===== src/rtl/priority_decoder.sv =====
// priority_decoder: pending-bit vector driven by SET/CLEAR/TOGGLE/FLUSH commands.
// A FLUSH drains the pending bits one per cycle, highest first, reporting each
// drained bit on onehot. Optional thermometer output enabled by the macro
// PRIORITY_DECODER_THERMO_EN (otherwise thermo is tied to zero).
module priority_decoder #(
  parameter int unsigned N = 16,
  localparam int unsigned W = (N == 1) ? 1 : $clog2(N)
) (
  input  logic         clock,
  input  logic         reset_n,
  input  logic         valid_in,
  output logic         ready_out,
  input  logic [1:0]   op,
  input  logic [W-1:0] index,
  output logic [N-1:0] pending,
  output logic [N-1:0] onehot,
  output logic         empty,
  output logic         done,
  output logic         error,
  output logic [N-1:0] thermo
);

  localparam logic [1:0] OP_SET    = 2'b00;
  localparam logic [1:0] OP_CLEAR  = 2'b01;
  localparam logic [1:0] OP_TOGGLE = 2'b10;
  localparam logic [1:0] OP_FLUSH  = 2'b11;

  typedef enum logic {IDLE, FLUSHING} state_t;

  state_t       state_q, state_d;
  logic [N-1:0] pending_d, onehot_d;
  logic         done_d, error_d;
  logic [W-1:0] top_idx;
  logic [N-1:0] top_bit;
  logic [N-1:0] sel_bit;
  logic [N-1:0] drained;
  logic         legal;
  logic         accept;

  // Ready is a direct decode of the state flop, so it follows reset immediately.
  assign ready_out = (state_q == IDLE);
  assign accept    = valid_in && ready_out;
  assign empty     = (pending == '0);
  assign legal     = (32'(index) < N);
  assign sel_bit   = N'(1) << index;
  assign top_bit   = N'(1) << top_idx;
  assign drained   = pending & ~top_bit;

  // Locate the highest set pending bit (later iterations override earlier ones).
  always_comb begin
    top_idx = '0;
    for (int i = 0; i < N; i++) begin
      if (pending[i]) top_idx = W'(i);
    end
  end

  // State register.
  always_ff @(posedge clock or negedge reset_n) begin
    if (!reset_n) state_q <= IDLE;
    else          state_q <= state_d;
  end

  // Next-state and next-output logic.
  always_comb begin
    state_d   = state_q;
    pending_d = pending;
    onehot_d  = onehot;
    done_d    = 1'b0;
    error_d   = 1'b0;
    case (state_q)
      IDLE: begin
        if (accept) begin
          if (op == OP_FLUSH) begin
            if (empty) done_d  = 1'b1;
            else       state_d = FLUSHING;
          end else if (!legal) begin
            error_d = 1'b1;
            done_d  = 1'b1;
          end else begin
            case (op)
              OP_SET:    pending_d = pending | sel_bit;
              OP_CLEAR:  pending_d = pending & ~sel_bit;
              OP_TOGGLE: pending_d = pending ^ sel_bit;
              default:   pending_d = pending;
            endcase
            onehot_d = sel_bit;
            done_d   = 1'b1;
          end
        end
      end
      FLUSHING: begin
        pending_d = drained;
        onehot_d  = top_bit;
        if (drained == '0) begin
          state_d = IDLE;
          done_d  = 1'b1;
        end
      end
      default: state_d = IDLE;
    endcase
  end

  // Registered outputs.
  always_ff @(posedge clock or negedge reset_n) begin
    if (!reset_n) begin
      pending <= '0;
      onehot  <= '0;
      done    <= 1'b0;
      error   <= 1'b0;
    end else begin
      pending <= pending_d;
      onehot  <= onehot_d;
      done    <= done_d;
      error   <= error_d;
    end
  end

`ifdef PRIORITY_DECODER_THERMO_EN
  logic [N-1:0] thermo_d;

  // Mask of the decoded bit and everything below it; zero until a first decode.
  assign thermo_d = (onehot_d == '0) ? '0 : (onehot_d | (onehot_d - N'(1)));

  // Thermometer register tracks onehot.
  always_ff @(posedge clock or negedge reset_n) begin
    if (!reset_n) thermo <= '0;
    else          thermo <= thermo_d;
  end
`else
  assign thermo = '0;
`endif

endmodule


===== config.mk =====
export PLATFORM = sky130hd
export DESIGN_NAME = priority_decoder
export DESIGN_NICKNAME = d
export VERILOG_FILES = /design/src/rtl/priority_decoder.sv
export SDC_FILE = /design/constraint.sdc
export NUM_CORES = 1
export LEC_CHECK = 0
export CORE_MARGIN = 8
export CORE_UTILIZATION = 50
export CTS_CLUSTER_SIZE = 40
export DETAILED_ROUTE_END_ITERATION = 8
export HOLD_SLACK_MARGIN = 0.08
export PLACE_DENSITY = 0.85
export SKIP_LAST_GASP = 1
export SLEW_MARGIN = 0
export SYNTH_ARGS = -nofsm -noshare
export SYNTH_HDL_FRONTEND = slang
export SYNTH_SLANG_ARGS = --single-unit

===== constraint.sdc =====
create_clock -name clock -period 3.1 [get_ports clock]
set_clock_uncertainty 0.15 [all_clocks]
set_input_delay 0.62 -clock clock [delete_from_list [all_inputs] [get_ports clock]]
set_output_delay 0.62 -clock clock [all_outputs]
set_load 0.01 [all_outputs]

== Yosys cells after proc, flatten, opt, wreduce, memory -nomap -nowiden ==
Index checks and enable logic that the tools add are counted.
Word-level totals
  output and inout port bits: 52
  logic and storage cells: 57
  input port bits: 9
  flip-flop bits (word level): 34
Operators by class
  mux-type cells: 32
  bitwise gates (word level): 7
  reductions and logical operators: 6
  shift operators: 2
  equal/unequal tests: 6
Operator list (count)
  16-bit two-way mux: 4
  16-bit one-hot mux with 2 select lines: 2
  16-bit one-hot mux with 3 select lines: 1
  4-bit two-way mux: 11
  16-bit AND: 2
  16-bit logical NOT: 2
  16-bit inverter: 2
  1-bit by 4-bit left shift with 16-bit output (first input constant): 2
  16-bit bitwise OR: 1
  16-bit XOR: 1
  1-bit two-way mux: 9
  2-bit equality test (second input constant): 2
  2-bit two-way mux: 2
  4-bit by 1-bit != test with 1-bit output (second input constant): 1
  1-bit one-hot mux with 2 select lines: 2
  3-bit two-way mux: 1
  3-bit AND reduction: 1
  2-bit by 1-bit equality test with 1-bit output (second input constant): 1
  2-bit logical NOT: 1
  2-bit by 1-bit != test with 1-bit output (second input constant): 1
  2-bit != test (second input constant): 1
  2-bit AND reduction: 1
  1-bit logical AND: 1
  1-bit inverter: 1

== Depth between registers and ports, before layout ==
Gate-level depths: netlist (run 1).
  word-level depth: 21
  mapped depth: 9
  gate-level depth less buffers: 8

== Worst setup path before layout (run 1) ==
OpenSTA, ideal clock, no wires.
  kind: reg2out
  start: reg pending[11]
  end: out empty
  data required time: 2330 ps
  path slack: 658 ps
  cell stages (with the launch flop): 7
  buffers on the path: 1
  arrival: 1672 ps
  cell sequence: dfrtp_1 -> buf_2 -> nor4_1 -> nand2_1 -> nor2_1 -> nand4_1 -> inv_1
Between the ends
  longest elaborated chain between the ends: 1
RTL lines
  start: declaration: line 15  | output logic [N-1:0] pending,
  start signal: assignment: line 111  | pending <= pending_d;
  16-bit logical NOT: line 43  | assign empty = (pending == '0);
  end: declaration: line 17  | output logic empty,
Every way passes these cells.

== Worst setup path in the final report (run 1) ==
  start: reg pending[12]
  end: out empty
The elaborated chain is that of the path after synthesis.

==> results of run 1 <==
flip-flops by register name, indices dropped and copies added (netlist names):
signal   cells
done         1
pending     16
onehot      16
state_q      1
synthesized netlist by cell type, drive strengths merged, types with 3 or more instances:
cell type	count
a21oi	23
ha	36
a221oi	16
inv	24
nor4	4
o221ai	10
nand4	5
clkbuf	21
nand3	13
a22oi	5
dfrtp	34
a2111o	10
nor2b	6
a32oi	3
nor2	17
buf	18
o41ai	3
a31oi	4
nand2	40
nand2b	4
a21o	3
a22o	3
o21ai	23
o31ai	5
worst paths after layout:
path,start,to
worst max-delay path,pending[12],empty
worst min-delay path,onehot[6],onehot[6]
worst max register to register,pending[5],state_q
worst min register to register,onehot[6],onehot[6]
max in group asynchronous,reset_n,pending[10]
min in group asynchronous,reset_n,pending[9]
worst min-delay path: cells and delay by family, from the launching register on:
family          cells  cell delay (ns)
flops               1             0.35
compound gates      1             0.06
simple gates        1             0.05
routing by layer:
metal | vias up | share of wire | GRT usage
met4 | 0 | 0.028 | 0.0886
met3 | 27 | 0.11 | 0.0497
met2 | 233 | 0.47 | 0.358
li1 | 1349 | - | -
met5 | - | 0 | 0
met1 | 1445 | 0.39 | 0.263
cell families after synthesis:
kind of cell / count (synthesis) / synth area share
other cells: 1 / 0.00130
fa+ha+maj: 36 / 0.156
simple gates: 95 / 0.150
flops: 34 / 0.295
buf+inv: 63 / 0.105
compound gates: 117 / 0.293
layout make-up:
type,instances,area (µm²),area share
tap,72,90.1,0.0254
sequential,34,851,0.240
clock inverter,2,12.5,0.00353
multi-input combinational,265,1820,0.513
clock buffer,6,82.6,0.0233
inverter,24,90.1,0.0254
timing repair buffer,64,601,0.169
metrics by stage:
stage	power [W]	instance area (µm²)
4_1_cts	0.00308	3530
5_1_grt	0.00334	3550
3_3_place_gp	0.00265	3430
2_1_floorplan	0.00189	2950
3_5_place_dp	0.00270	3430
6_report	0.00313	3550
placed cells by master, fill, tap and decap left out, types with 6 or more instances in the layout:
cell	n
o21ai_0	21
a2111o_1	10
ha_1	36
a21oi_1	23
nand2_1	40
a221oi_1	16
buf_4	20
nor2_1	17
conb_1	17
dfrtp_1	34
clkdlybuf4s50_1	43
o221ai_1	10
nor2b_1	6
clkbuf_8	6
nand3_1	13
inv_1	23
power by group through the flow:
| stage | Sequential, W | Combinational, W | Clock, W |
|---|---|---|---|
| after floorplan | 0.000787 | 0.00110 | 0 |
| after global placement | 0.000760 | 0.00189 | 0 |
| after detailed placement | 0.000766 | 0.00194 | 0 |
| after CTS | 0.000761 | 0.00195 | 0.000367 |
| after global routing | 0.000794 | 0.00216 | 0.000386 |
| final | 0.000773 | 0.00200 | 0.000362 |
what timing repair did:
item	in CTS	in global routing
pin swaps	0	1
setup endpoints to repair	1	1
setup buffers	0	0
gates resized for setup	1	2
endpoints found under the hold margin	0	0
==> qor.yml, run 1 <==
cts_tree: "done"
dp.cells: 459
synth_largest_area_cell: "dfrtp_1"
insertedDiodeCount: 0
switching_share: 0.498
avgViaCountPerCell: 6.54
synth_warnings: 0
wl_mm: 9.33
crit_fanout: 3
insertion_delay_ns: 0.29
synth_area_um2: 2890
tns_ns: 0
first_pass_iters: 5
switchingPower_w: 0.00156
root_buffer: "clkbuf_8"
ant_nets: 0
cpPeakStageDelay_ns: 0.53
rows: 27
clock-sinks: 34
worstSetupPathType: "flip-flop to primary output"
period_share: 0.932
grt_use_total: 0.216
cp_slowest_cell: "clkdlybuf4s50_1"
r2r.worst_path.cells: 7
setup_ws_ns: 0.212
end_kind: "primary output"
core_um2: 5540
grt_max_degree: 35
worstHoldPathCells: 2
initial_core_util: 0.521
syn_avg_cell_area_um2: 8.34
power.share.sequential: 0.247
drc: 0
dp_hpwl_mm: 6.87
cap_violations: 0
rsz0062_at_grt: "false"
ys_async_sr_fraction: 1.00
clk_pin_slew_ns: 0.08
wl_per_cell_um: 20.0
yosys-top-cells-area: "dfrtp_1, ha_1, nand2_1, a221oi_1, buf_4"
grt_overflow: 0
cts_max_level: 2
crit_chain: "nor4_4 -> nand2_1 -> nor2_1 -> nand4_1 -> inv_1 -> clkdlybuf4s50_1"
regToRegSetupSlack_ns: 0.43
crit_required_ns: 2.33
cellLeakagePower_nw: 1.51
hold_ws_ns: 0.348
startpoint_type: "flip-flop"
clock_path_buffers: 2
die_area_um2: 8460
cp.buffers_inverters: 2
area.growth.synth_to_final_pct: 23.0
syn_inst: 346
internal-power_w: 0.00157
utilization: 0.640
synth_edf_count: 0
fin_cells: 467
synth_seq_cells: 34
cts_made_buffers: 5
grt_pass1_wl_mm: 15.0
max_slew_margin: 0.581
drive_gt1_frac: 0.0835
drtIter0Drc: 343
die_height_um: 92.0
vias: 3054
synth_cell_types: 40
worstHoldPathType: "flip-flop to flip-flop"
peakVddDrop_mv: 0.492
antenna_found_initial: 0
gp_congestion: 0.970
status: "finished, final reports clean"
cellPowerDensity_nw_per_um2: 882
first_global_vias: 3033
ios: 61
ys_seq_area_frac: 0.295
portBuffers: 43
cpLargestDelayFamily: "simple AND/OR/NAND/NOR gates"
hold_buffers: 0
ys.flop_type: "dfrtp_1"
worst_pin_slew_ns: 0.625
critPathArrivalTime_ns: 2.12
clock.fmax_mhz: 346
dpl_worst_slack_ns: 0.0455
finalHoldViolCount: 0
path_depth: 6
nets: 439
fillerInstances: 510
period_minus_slack_ns: 2.89
p_clk_frac: 0.116
slew_violations: 0
comb_power_share: 0.637
setup_viol: 0
synth_top_area_share: 0.295
die_w_um: 92.0
No activity file was read; power rests on OpenSTA's default activity.
==> run 2: changes to the inputs <==
- PLACE_DENSITY: 0.85 -> 0.79
==> run 2 against run 1 <==
  * Non-clock buffer count increased by 2
  * Sequential power about the same
  * Die area did not move
  * Flip-flop and latch count unchanged
  * Global-route usage is 0.63 points higher
  * Worst hold slack improved by 0.0042 ns
  * Maximum frequency is 0.61% lower
  * Highest routed layer unchanged
  * Critical path depth unchanged
  * Combinational power about the same
  * Design area grew 0.25%
  * First-iteration DRC count grew 14%
  * Core utilization is 0.16 points higher
==> qor.yml, run 2 (synthesis gave the netlist of run 1 again) <==
status: "finished, final reports clean"  # unchanged
cts_made_buffers: 5  # unchanged
r2r_end: "state_q"  # unchanged
cpPeakStageDelay_ns: 0.53  # about the same
avgViaCountPerCell: 6.32  # was 6.54
clk_pin_slew_ns: 0.08  # about the same
finalHoldViolCount: 0  # unchanged
drtIter0Drc: 390  # was 343
insertedDiodeCount: 0  # unchanged
antenna_found_initial: 0  # unchanged
slew_violations: 0  # unchanged
nets: 441  # was 439
worstSetupPathType: "flip-flop to primary output"  # unchanged
regToRegSetupSlack_ns: 0.41  # was 0.43 ns
max_slew_margin: 0.541  # was 0.581
crit_fanout: 6  # was 3
clock_path_buffers: 2  # unchanged
portBuffers: 43  # unchanged
crit_required_ns: 2.33  # about the same
cts_setup_buffers: 0  # unchanged
grt_max_degree: 35  # unchanged
gp_congestion: 0.930  # was 0.970
hold_buffers: 0  # unchanged
vias: 2962  # was 3,054
cellLeakagePower_nw: 1.52  # was 1.51 nW
reg_top3: "onehot (16), pending (16)"  # unchanged
die_area_um2: 8460  # unchanged
die_w_um: 92.0  # unchanged
reg2reg_from: "pending[5]"  # unchanged
ios: 61  # unchanged
first_global_vias: 2894  # was 3,033
grt_overflow: 0  # unchanged
min_to: "onehot[11]"  # was onehot[6]
insertion_delay_ns: 0.29  # about the same
post_cts_resized: 0  # was 1
dp_hpwl_mm: 7.05  # was 6.87 mm
tns_ns: 0  # unchanged
hold_ws_ns: 0.352  # was 0.348 ns
cp.buffers_inverters: 2  # unchanged
grt_pass1_wl_mm: 15.3  # was 15.0 mm
layout_common_cells: "clkdlybuf4s50_1, nand2_1, ha_1, dfrtp_1"  # unchanged
cellPowerDensity_nw_per_um2: 884  # was 882 nW/µm²
core_um2: 5540  # unchanged
rsz0062_at_grt: "false"  # unchanged
utilization: 0.642  # was 0.640
initial_core_util: 0.521  # unchanged
crit_chain: "nor4_4 -> nand2_1 -> nor2_1 -> nand4_1 -> inv_1 -> clkdlybuf4s50_1"  # unchanged
cts_max_level: 2  # unchanged
worstHoldPathType: "flip-flop to flip-flop"  # unchanged
wl_mm: 9.38  # was 9.33 mm
wl_per_cell_um: 20.0  # about the same
final_common_cell: "clkdlybuf4s50_1"  # unchanged
clock-sinks: 34  # unchanged
worst_pin_slew_ns: 0.686  # was 0.625 ns
die_height_um: 92.0  # unchanged
fillerInstances: 503  # was 510
setup_viol: 0  # unchanged
cp_slowest_cell: "clkdlybuf4s50_1"  # unchanged
area.growth.synth_to_final_pct: 23.3  # was 23.0%
drc: 0  # unchanged
ant_nets: 0  # unchanged
r2r.worst_path.cells: 7  # unchanged
first_pass_iters: 5  # unchanged
cpLargestDelayFamily: "simple AND/OR/NAND/NOR gates"  # unchanged
clock.fmax_mhz: 344  # was 346 MHz
peakVddDrop_mv: 0.494  # was 0.492 mV
startpoint_type: "flip-flop"  # unchanged
grt_use_total: 0.222  # was 0.216
drive_gt1_frac: 0.0882  # was 0.0835
root_buffer: "clkbuf_8"  # unchanged
period_minus_slack_ns: 2.91  # was 2.89 ns
cap_violations: 0  # unchanged
rows: 27  # unchanged
end_kind: "primary output"  # unchanged
hp-start: "onehot[11]"  # was onehot[6]
period_share: 0.937  # was 0.932
worstHoldPathCells: 2  # unchanged
cts_tree: "done"  # unchanged
critPathArrivalTime_ns: 2.14  # was 2.12 ns
==> run 2: area by class of cell <==
type	instances	area, µm²	share of cell area
clock buffers	7	86.3	0.0243
repair buffers	66	603	0.170
well taps	72	90.1	0.0253
flip-flops and latches	34	852	0.240
inverters	24	90.1	0.0253
multi-input cells	265	1830	0.515
clock inverters	1	5.00	0.00141
==> run 2: power by group <==
| group | total, W | switching (W) | internal, W | leakage (nW) |
|---|---|---|---|---|
| Sequential | 0.000774 | 0.000188 | 0.000586 | 0.449 |
| Clock | 0.000353 | 0.000173 | 0.000179 | 0.0482 |
| Combinational | 0.00202 | 0.00120 | 0.000817 | 1.02 |
| Total | 0.00315 | 0.00156 | 0.00158 | 1.52 |
==> run 2: worst max path at each step <==
stage                           start     endpoint  cells after the start
final                      pending[8]        empty                      6
after global routing       pending[8]        empty                      6
after CTS                 pending[13]        empty                      6
after detailed placement     index[0]  pending[13]                      8
after global placement       index[0]  pending[13]                      8
after floorplan           pending[11]        empty                      6
==> run 2: layer usage <==
metal	global-route usage	share of wire	vias to the layer above
met5	0	0	-
met1	0.292	0.44	1452
met2	0.355	0.47	142
met3	0.0489	0.070	19
li1	-	-	1349
met4	0.0685	0.021	0
==> run 2: worst reg2reg max path, delay by kind of cell, from the launching register on <==
| family | cells | cell delay (ns) |
|---|---|---|
| compound gates | 5 | 1.68 |
| simple gates | 1 | 0.14 |
| flops | 1 | 0.51 |
| buf+inv | 1 | 0.10 |
==> run 2: metrics by stage <==
step	setup WS [ns]	total power [W]	std cells	cell area, µm²
finish	0.195	0.00315	469	3560
global route	0.0225	0.00337	469	3560
CTS	0.0358	0.00308	469	3530
detailed placement	0.189	0.00271	461	3430
global placement	0.232	0.00270	461	3430
floorplan	0.658	0.00189	362	2950
